### src/rtl/mem_xfer_pkg.sv
// Shared definitions for the memory transfer request arbiter: state
// encoding, transfer direction codes and default field widths.
package mem_xfer_pkg;

    localparam int ADDR_W_DEF   = 32;
    localparam int LEN_W_DEF    = 8;
    localparam int TOUT_CYC_DEF = 1023;

    // State encoding of the arbiter FSM.
    localparam logic [1:0] IDLE  = 2'b00;
    localparam logic [1:0] ISSUE = 2'b01;
    localparam logic [1:0] DONE  = 2'b10;

    typedef enum logic [1:0] {
        ST_IDLE  = IDLE,
        ST_ISSUE = ISSUE,
        ST_DONE  = DONE
    } xfer_state_t;

    // Direction code carried on mem_mr_xfer_wr_rd.
    localparam logic XFER_WR = 1'b1;
    localparam logic XFER_RD = 1'b0;

    // Timeout counter width: enough to hold TOUT_CYC, never narrower than one bit.
    function automatic int cnt_width(input int tout_cyc);
        if (tout_cyc < 1) begin
            return 1;
        end else begin
            return $clog2(tout_cyc + 1);
        end
    endfunction

endpackage

### src/rtl/mem_mr_xfer_arbiter.sv
// Round-robin arbiter between the write-control and read-control
// requesters for the single memory transfer request channel. One transfer
// is outstanding at a time; the granted requester gets a one-cycle ack,
// flagged as an error when the memory side never answered in time.
module mem_mr_xfer_arbiter #(
    parameter int ADDR_W   = mem_xfer_pkg::ADDR_W_DEF,
    parameter int LEN_W    = mem_xfer_pkg::LEN_W_DEF,
    parameter int TOUT_CYC = mem_xfer_pkg::TOUT_CYC_DEF
) (
    input  logic              mem_clk,
    input  logic              mem_rst_n,
    input  logic              wr_xfer_req,
    input  logic [ADDR_W-1:0] wr_xfer_addr,
    input  logic [LEN_W-1:0]  wr_xfer_len,
    output logic              wr_xfer_ack,
    output logic              wr_xfer_err,
    input  logic              rd_xfer_req,
    input  logic [ADDR_W-1:0] rd_xfer_addr,
    input  logic [LEN_W-1:0]  rd_xfer_len,
    output logic              rd_xfer_ack,
    output logic              rd_xfer_err,
    output logic              mem_mr_xfer_valid,
    output logic              mem_mr_xfer_wr_rd,
    output logic [ADDR_W-1:0] mem_mr_xfer_addr,
    output logic [LEN_W-1:0]  mem_mr_xfer_len,
    input  logic              mem_mr_xfer_ack,
    output logic              arb_busy
);

    import mem_xfer_pkg::*;

    localparam int              CNT_W     = cnt_width(TOUT_CYC);
    localparam logic [CNT_W-1:0] CNT_MAX  = {CNT_W{1'b1}};
    localparam logic [CNT_W-1:0] CNT_ONE  = CNT_W'(1);
    localparam logic            TOUT_EN   = (TOUT_CYC > 0) ? 1'b1 : 1'b0;
    // Last ISSUE cycle index before giving up; unused when the timeout is off.
    localparam logic [CNT_W-1:0] TOUT_LAST = (TOUT_CYC > 0) ? CNT_W'(TOUT_CYC - 1) : CNT_MAX;

    xfer_state_t       state_r,   state_s;
    logic              valid_r,   valid_s;
    logic              wr_rd_r,   wr_rd_s;
    logic [ADDR_W-1:0] addr_r,    addr_s;
    logic [LEN_W-1:0]  len_r,     len_s;
    logic              wr_ack_r,  wr_ack_s;
    logic              wr_err_r,  wr_err_s;
    logic              rd_ack_r,  rd_ack_s;
    logic              rd_err_r,  rd_err_s;
    logic              busy_r,    busy_s;
    logic [CNT_W-1:0]  cnt_r,     cnt_s;
    logic              prio_wr_r, prio_wr_s;
    logic              wr_win_s;
    logic              abort_s;
    logic              tout_hit_s;

    assign tout_hit_s = TOUT_EN & (cnt_r == TOUT_LAST);

    // Next-state, grant selection and next values of every registered output.
    always_comb begin
        state_s   = state_r;
        valid_s   = valid_r;
        wr_rd_s   = wr_rd_r;
        addr_s    = addr_r;
        len_s     = len_r;
        wr_ack_s  = 1'b0;
        wr_err_s  = 1'b0;
        rd_ack_s  = 1'b0;
        rd_err_s  = 1'b0;
        cnt_s     = cnt_r;
        prio_wr_s = prio_wr_r;
        wr_win_s  = 1'b0;
        abort_s   = 1'b0;

        case (state_r)
            ST_IDLE: begin
                cnt_s = '0;
                if (wr_xfer_req || rd_xfer_req) begin
                    // A lone request wins; under contention the pointer decides.
                    wr_win_s = wr_xfer_req & (~rd_xfer_req | prio_wr_r);
                    state_s  = ST_ISSUE;
                    valid_s  = 1'b1;
                    wr_rd_s  = wr_win_s ? XFER_WR : XFER_RD;
                    addr_s   = wr_win_s ? wr_xfer_addr : rd_xfer_addr;
                    len_s    = wr_win_s ? wr_xfer_len  : rd_xfer_len;
                end else begin
                    valid_s = 1'b0;
                end
            end
            ST_ISSUE: begin
                if (mem_mr_xfer_ack || tout_hit_s) begin
                    // An ack arriving on the timeout cycle still completes cleanly.
                    abort_s = ~mem_mr_xfer_ack;
                    state_s = ST_DONE;
                    valid_s = 1'b0;
                    cnt_s   = '0;
                    if (wr_rd_r == XFER_WR) begin
                        wr_ack_s = 1'b1;
                        wr_err_s = abort_s;
                    end else begin
                        rd_ack_s = 1'b1;
                        rd_err_s = abort_s;
                    end
                end else begin
                    // Saturate rather than wrap when the timeout is disabled.
                    cnt_s = (cnt_r == CNT_MAX) ? cnt_r : (cnt_r + CNT_ONE);
                end
            end
            ST_DONE: begin
                // Hand priority to whoever did not win this round.
                state_s   = ST_IDLE;
                valid_s   = 1'b0;
                cnt_s     = '0;
                prio_wr_s = (wr_rd_r == XFER_RD) ? 1'b1 : 1'b0;
            end
            default: begin
                state_s = ST_IDLE;
                valid_s = 1'b0;
                cnt_s   = '0;
            end
        endcase

        busy_s = (state_s != ST_IDLE) ? 1'b1 : 1'b0;
    end

    // State, pointer, counter and output registers with synchronous reset.
    always_ff @(posedge mem_clk) begin
        if (!mem_rst_n) begin
            state_r   <= ST_IDLE;
            valid_r   <= 1'b0;
            wr_rd_r   <= 1'b0;
            addr_r    <= '0;
            len_r     <= '0;
            wr_ack_r  <= 1'b0;
            wr_err_r  <= 1'b0;
            rd_ack_r  <= 1'b0;
            rd_err_r  <= 1'b0;
            busy_r    <= 1'b0;
            cnt_r     <= '0;
            prio_wr_r <= 1'b1;
        end else begin
            state_r   <= state_s;
            valid_r   <= valid_s;
            wr_rd_r   <= wr_rd_s;
            addr_r    <= addr_s;
            len_r     <= len_s;
            wr_ack_r  <= wr_ack_s;
            wr_err_r  <= wr_err_s;
            rd_ack_r  <= rd_ack_s;
            rd_err_r  <= rd_err_s;
            busy_r    <= busy_s;
            cnt_r     <= cnt_s;
            prio_wr_r <= prio_wr_s;
        end
    end

    assign mem_mr_xfer_valid = valid_r;
    assign mem_mr_xfer_wr_rd = wr_rd_r;
    assign mem_mr_xfer_addr  = addr_r;
    assign mem_mr_xfer_len   = len_r;
    assign wr_xfer_ack       = wr_ack_r;
    assign wr_xfer_err       = wr_err_r;
    assign rd_xfer_ack       = rd_ack_r;
    assign rd_xfer_err       = rd_err_r;
    assign arb_busy          = busy_r;

endmodule

### config.mk
export PLATFORM = sky130hd
export DESIGN_NAME = mem_mr_xfer_arbiter
export DESIGN_NICKNAME = d
export VERILOG_FILES = /design/src/rtl/mem_xfer_pkg.sv /design/src/rtl/mem_mr_xfer_arbiter.sv
export SDC_FILE = /design/constraint.sdc
export NUM_CORES = 1
export LEC_CHECK = 0
export BUFFER_PORTS_ARGS = -buffer_cell sky130_fd_sc_hd__buf_4
export CAP_MARGIN = 20
export CORE_MARGIN = 2
export CORE_UTILIZATION = 35
export DETAILED_ROUTE_END_ITERATION = 8
export PLACE_DENSITY = 0.72
export RECOVER_POWER = 25
export SLEW_MARGIN = 5
export SYNTH_ARGS = -nofsm -noshare
export SYNTH_HDL_FRONTEND = slang
export SYNTH_SLANG_ARGS = --single-unit
### constraint.sdc
create_clock -name mem_clk -period 2.7 [get_ports mem_clk]
set_input_delay 0.27 -clock mem_clk [delete_from_list [all_inputs] [get_ports mem_clk]]
set_output_delay 0.27 -clock mem_clk [all_outputs]
set_load 0.02 [all_outputs]
# == After elaboration in Yosys (flattened, before gate mapping) ==
# Cells that the tools add are included.
# totals
input_bits,85
wordCells,46
ff_bits,60
output_inout_bits,47
# op_classes
eq_ne,5
bitwise_logic,7
mux,12
reduce_logical,9
add_sub_neg,1
# op_table
op,n
two-way mux 32 bit,1
"equality test 10 bit, second input constant",2
"adder 10 x 1 -> 10 bit, second input constant",1
two-way mux 8 bit,1
two-way mux 1 bit,6
inverter 1 bit,5
two-way mux 2 bit,2
case mux 2 bit (2 select lines),1
AND reduction 4 bit,1
OR reduction 4 bit,1
AND reduction 3 bit,1
OR reduction 3 bit,1
"equality test 2 x 1 -> 1 bit, second input constant",1
"equality test 2 bit, second input constant",1
logical NOT 2 bit,1
logical OR 1 bit,2
"!= test 2 bit, second input constant",1
case mux 1 bit (2 select lines),1
AND reduction 2 bit,1
nonzero test 2 bit,1
bitwise AND 1 bit,1
bitwise OR 1 bit,1

# == Longest topological paths before layout ==
# logic_depth
word_depth,6
mapped_depth,6
mapped_depth_nobuf,5

# == Least setup slack after synthesis ==
# Ideal clock, no wire load.
# synth_timing
path_kind,reg2reg
start,register cnt_r[0]
end,register cnt_r[5]
setup_slack_ps,1320
stages_incl_launch_ff,7
setup_ps,114
n_path_buf,1
t_arrival_ps,1266
t_required_ps,2586
synth_period_minus_slack_ps,1380
path_cell_list,dfxtp_1 > ha_1 > clkbuf_1 > nand4_1 > o211ai_1 > xor2_1 > nor2_1
# synth_between
elab_chain_cells,3
word_cells_on_any_way,5
classes_between,1 x add/sub; 2 x eq/ne; 2 x reduce/logical
# synth_rtl
element,line_no,source
from (decl),mem_mr_xfer_arbiter.sv:49,"logic [CNT_W-1:0] cnt_r, cnt_s;"
from (signal assigned),mem_mr_xfer_arbiter.sv:150,cnt_r <= cnt_s;
branches (longest 3 deep; another with adder 10 x 1 -> 10 bit),-,
# Parallel ways; which one is timed is not known.
# A chain may end at the register's enable or synchronous reset.

# == Worst setup path in the final report ==
# layout_timing
start,register cnt_r[3]
end,register cnt_r[3]
# Same word-level chain as after synthesis.

==> reports/qor.csv <==
stage,metric,value,unit
logic_synthesis,register bit total from synthesis,60,
sta,setup_tns,0,ps
power_and_ir_drop,Gate power share,0.229,
global_routing,initial antenna violation count,0,
drt,DRT Pass-1 Iters,4,
global_routing,global routing usage on met3,0.05394,
hold_path,worst hold-check path type,in -> reg,
sta,Worst Tran Pin Value,578.6,ps
logic_synthesis,Ys Warns,0,
logic_synthesis,ys async rst share,0,
sta,Setup Skew,9.040,ps
worst_setup_path,CP max-delay cell,a211oi_1,
worst_setup_path,"Arr. time, crit path",1910,ps
global_routing,met2 usage,0.2561,
flow_run,Max Cap Viol,0,
logic_synthesis,Post-synth EDFFs,0,
finish,Fill cells,699,
power_and_ir_drop,Sw Ratio,0.2845,
floorplan,die area,8359,sq um
global_routing,first-pass GRT wire length,10.76,mm
worst_setup_path,Worst R2R Setup Slack,1030,ps
logic_synthesis,number of distinct library cells after synthesis,34,
logic_synthesis,cell taking the most area after synthesis,dfxtp_1,
floorplan,io pins,132,
clock_network,Post CTS Setup Buffer Count,0,
logic_synthesis,most common flop cell mapped by yosys,dfxtp_1,
clock_network,clk root buf,clkbuf_8,
finish,Reg area,1201,sq um
drt,Vias,2382,
floorplan,Die Span Y,91.43,microns
global_routing,gr ovfl total,0,
power_and_ir_drop,P per Cell Area,644.1,nW/um^2
logic_synthesis,Synth Area in Compound Gates,0.1890,
sta,RSZ-0062 raised after global routing,no,
placed_design,final estimated routing congestion in global placement,0.7941,
worst_setup_path,CP Launch Type,flip-flop,
logic_synthesis,simple-gate share of the synthesized area,0.1436,
power_and_ir_drop,total power,2471,uW
status,status,finished clean,
clock_network,total clock sinks,60,
drt,Iter 0 DRT Violations,40,
logic_synthesis,Syn Area/Cell,10.02,sq um
floorplan,chip width,91.43,microns
finish,area of the multi-input gates,1340,sq um
logic_synthesis,post-synthesis mux area share,0.1497,
logic_synthesis,Syn Inst Count,267,
sta,fmax,598.7,MHz
finish,Antenna Cells,0,
global_routing,grt met1 use,0.1937,
sta,final setup fails,0,
finish,NumNets Final,480,
logic_synthesis,share of Yosys cell area claimed by the top area cell type,0.4490,
clock_network,CTS Buffer Depth,2,
drt,vias per inst,4.793,
power_and_ir_drop,internal power,1768,uW
worst_setup_path,Max stage delay on crit path,360,ps
placed_design,DP HPWL,4.685,mm
logic_synthesis,Post-Syn Area,2675,sq um
clock_network,clock-pin slew on the worst setup and hold paths,70,ps
clock_network,TritonCTS clock tree,done,
logic_synthesis,"Seq/Total Area, Yosys",0.4490,
global_routing,GR peak layer,met2,
global_routing,vias in the first global route,2218,
drt,post-route ant nets,0,
placed_design,IO Port Bufs,131,
logic_synthesis,adder-cell share of the synthesized area,0.009355,
power_and_ir_drop,Psw,702.8,uW
sta,"Hold Vio Cnt, Final",0,
power_and_ir_drop,P_leak,0.001725,uW
floorplan,Starting Density,0.3649,
finish,area delta synth->final,43.41,%
logic_synthesis,Post-synth top cells,"60 x dfxtp_1, 49 x nor2_1, 40 x mux2i_1, 31 x a211oi_1, 15 x a211oi_2",
power_and_ir_drop,maximum vdd ir drop,286.6,uV
finish,layout cells sized above 1,0.3719,
clock_network,CTS Buf Count,9,
clock_network,Clock Latency Late Sink,330,ps
logic_synthesis,syn nets,354,
clock_network,Post-CTS Hold Buffers,0,
worst_setup_path,"Max FO, Critical Path",11,
clock_network,post-CTS sizing,0,
drt,final wirelength,6.522,mm
worst_setup_path,Critical Setup Path Class,reg -> reg,
sta,final cycle utilization of the critical path,0.6186,
power_and_ir_drop,Sequential Power Share,0.415,
power_and_ir_drop,Clock Power Share,0.356,
sta,Final Critical Period,1670,ps
worst_setup_path,worst-path cell chain,and3_1 -> a41oi_2 -> nand2_1 -> a211oi_1,
logic_synthesis,Synth area leaders,"dfxtp_1 45%, mux2i_1 15%, a211oi_1 8.7%",
sta,Relative slew margins,0.6142,
drt,DR WL/cell,13.12,microns
floorplan,num rows,31,
worst_setup_path,CP endpoint kind,flip-flop,
finish,Final Non-Filler Cells,497,
global_routing,largest net degree at the start of global routing,57,
global_routing,GRT Util Overall,0.1600,
placed_design,cell total after placement,481,
logic_synthesis,post-synthesis xor/xnor area fraction,0.006548,
logic_synthesis,largest family of logic cells by synthesized area,compound AO/OA/AOI/OAI gates,
logic_synthesis,"count leader, synth",dfxtp_1,
floorplan,Core Area,7331,sq um
worst_setup_path,Crit path required time,2940,ps
clock_network,htree depth,3,
drt,Residual DRC,0,
sta,"Slew Viols, Final",0,
critical path: cells and delay by family (launching register included):
family	cells	cell delay, ps
simple gates	2	610
flops	1	330
compound gates	2	630
flip-flops by register name, summed over array words and instances (netlist names):
signal and cells:
wr_xfer_ack 1, mem_mr_xfer_wr_rd 1, wr_xfer_err 1, mem_mr_xfer_valid 1, rd_xfer_err 1, rd_xfer_ack 1, arb_busy 1, mem_mr_xfer_len 8
prio_wr_r 1, state_r 2, mem_mr_xfer_addr 32, cnt_r 10
path summary, 6_finish.rpt:
| path | end | cells after the start | from |
|---|---|---|---|
| max | cnt_r[3]$_SDFFE_PP0P_ | 4 | cnt_r[3]$_SDFFE_PP0P_ |
| min | wr_xfer_err$_SDFF_PN0_ | 2 | mem_mr_xfer_ack |
| max reg2reg | cnt_r[3]$_SDFFE_PP0P_ | 4 | cnt_r[3]$_SDFFE_PP0P_ |
| min reg2reg | mem_mr_xfer_valid$_SDFFE_PN0P_ | 2 | mem_mr_xfer_valid$_SDFFE_PN0P_ |
final cells by class:
class	instances	area share
clock buffer	11	0.03686
clock inverter	5	0.01957
inverter	6	0.005871
multi-input combinational	181	0.3493
sequential	60	0.3131
tap	99	0.03229
timing repair buffer	135	0.2430
placed cells by master (no fill, tap or decap), types with 2 or more instances in the layout:
master,count
clkbuf_8,10
nand4_1,2
clkbuf_1,26
a211oi_1,31
a21oi_1,2
nand2_1,8
inv_1,5
nor2_1,49
nand2b_1,2
ha_1,2
a31oi_1,4
buf_4,109
and2_1,2
nand3_1,2
bufinv_16,2
dfxtp_1,60
mux2i_1,40
o211ai_1,2
nor3_2,2
clkinv_2,3
nor3_1,4
a211oi_2,15
and3_1,4
metal layers:
layer  share of wire  up-vias
li1                -     1222
met1            0.43     1057
met2            0.47       93
met3           0.081       10
met4           0.017        0
met5               0        -
per-stage QoR:
step | setup slack [ps] | instance area (sq um) | utilization | hold WS, ps
6_report | 1030 | 3836 | 0.5233 | 130.0
5_1_grt | 866.0 | 3836 | 0.5233 | 110.8
2_1_floorplan | 1320 | 2675 | - | 346.8
3_3_place_gp | 1041 | 3714 | 0.5066 | 455.7
4_1_cts | 1014 | 3930 | 0.5361 | 109.2
3_5_place_dp | 997.0 | 3714 | 0.5066 | 465.4
power by group through the flow:
stage	registers (uW)	clock network, uW	logic, uW
after CTS	1030	908	608
after detailed placement	1040	0	608
final	1030	880	565
after global routing	1040	954	618
after global placement	1040	0	599
after floorplan	1140	0	243
kinds of logic (layout without fill, tap and decap cells):
logic type | Yosys count | after routing
compound gates | 57 | 57
simple gates | 80 | 80
flops | 60 | 60
mux | 40 | 40
xor+xnor | 2 | 2
buf+inv | 26 | 157
fa+ha+maj | 2 | 2
Note: power is estimated with default switching activity, not from simulation.
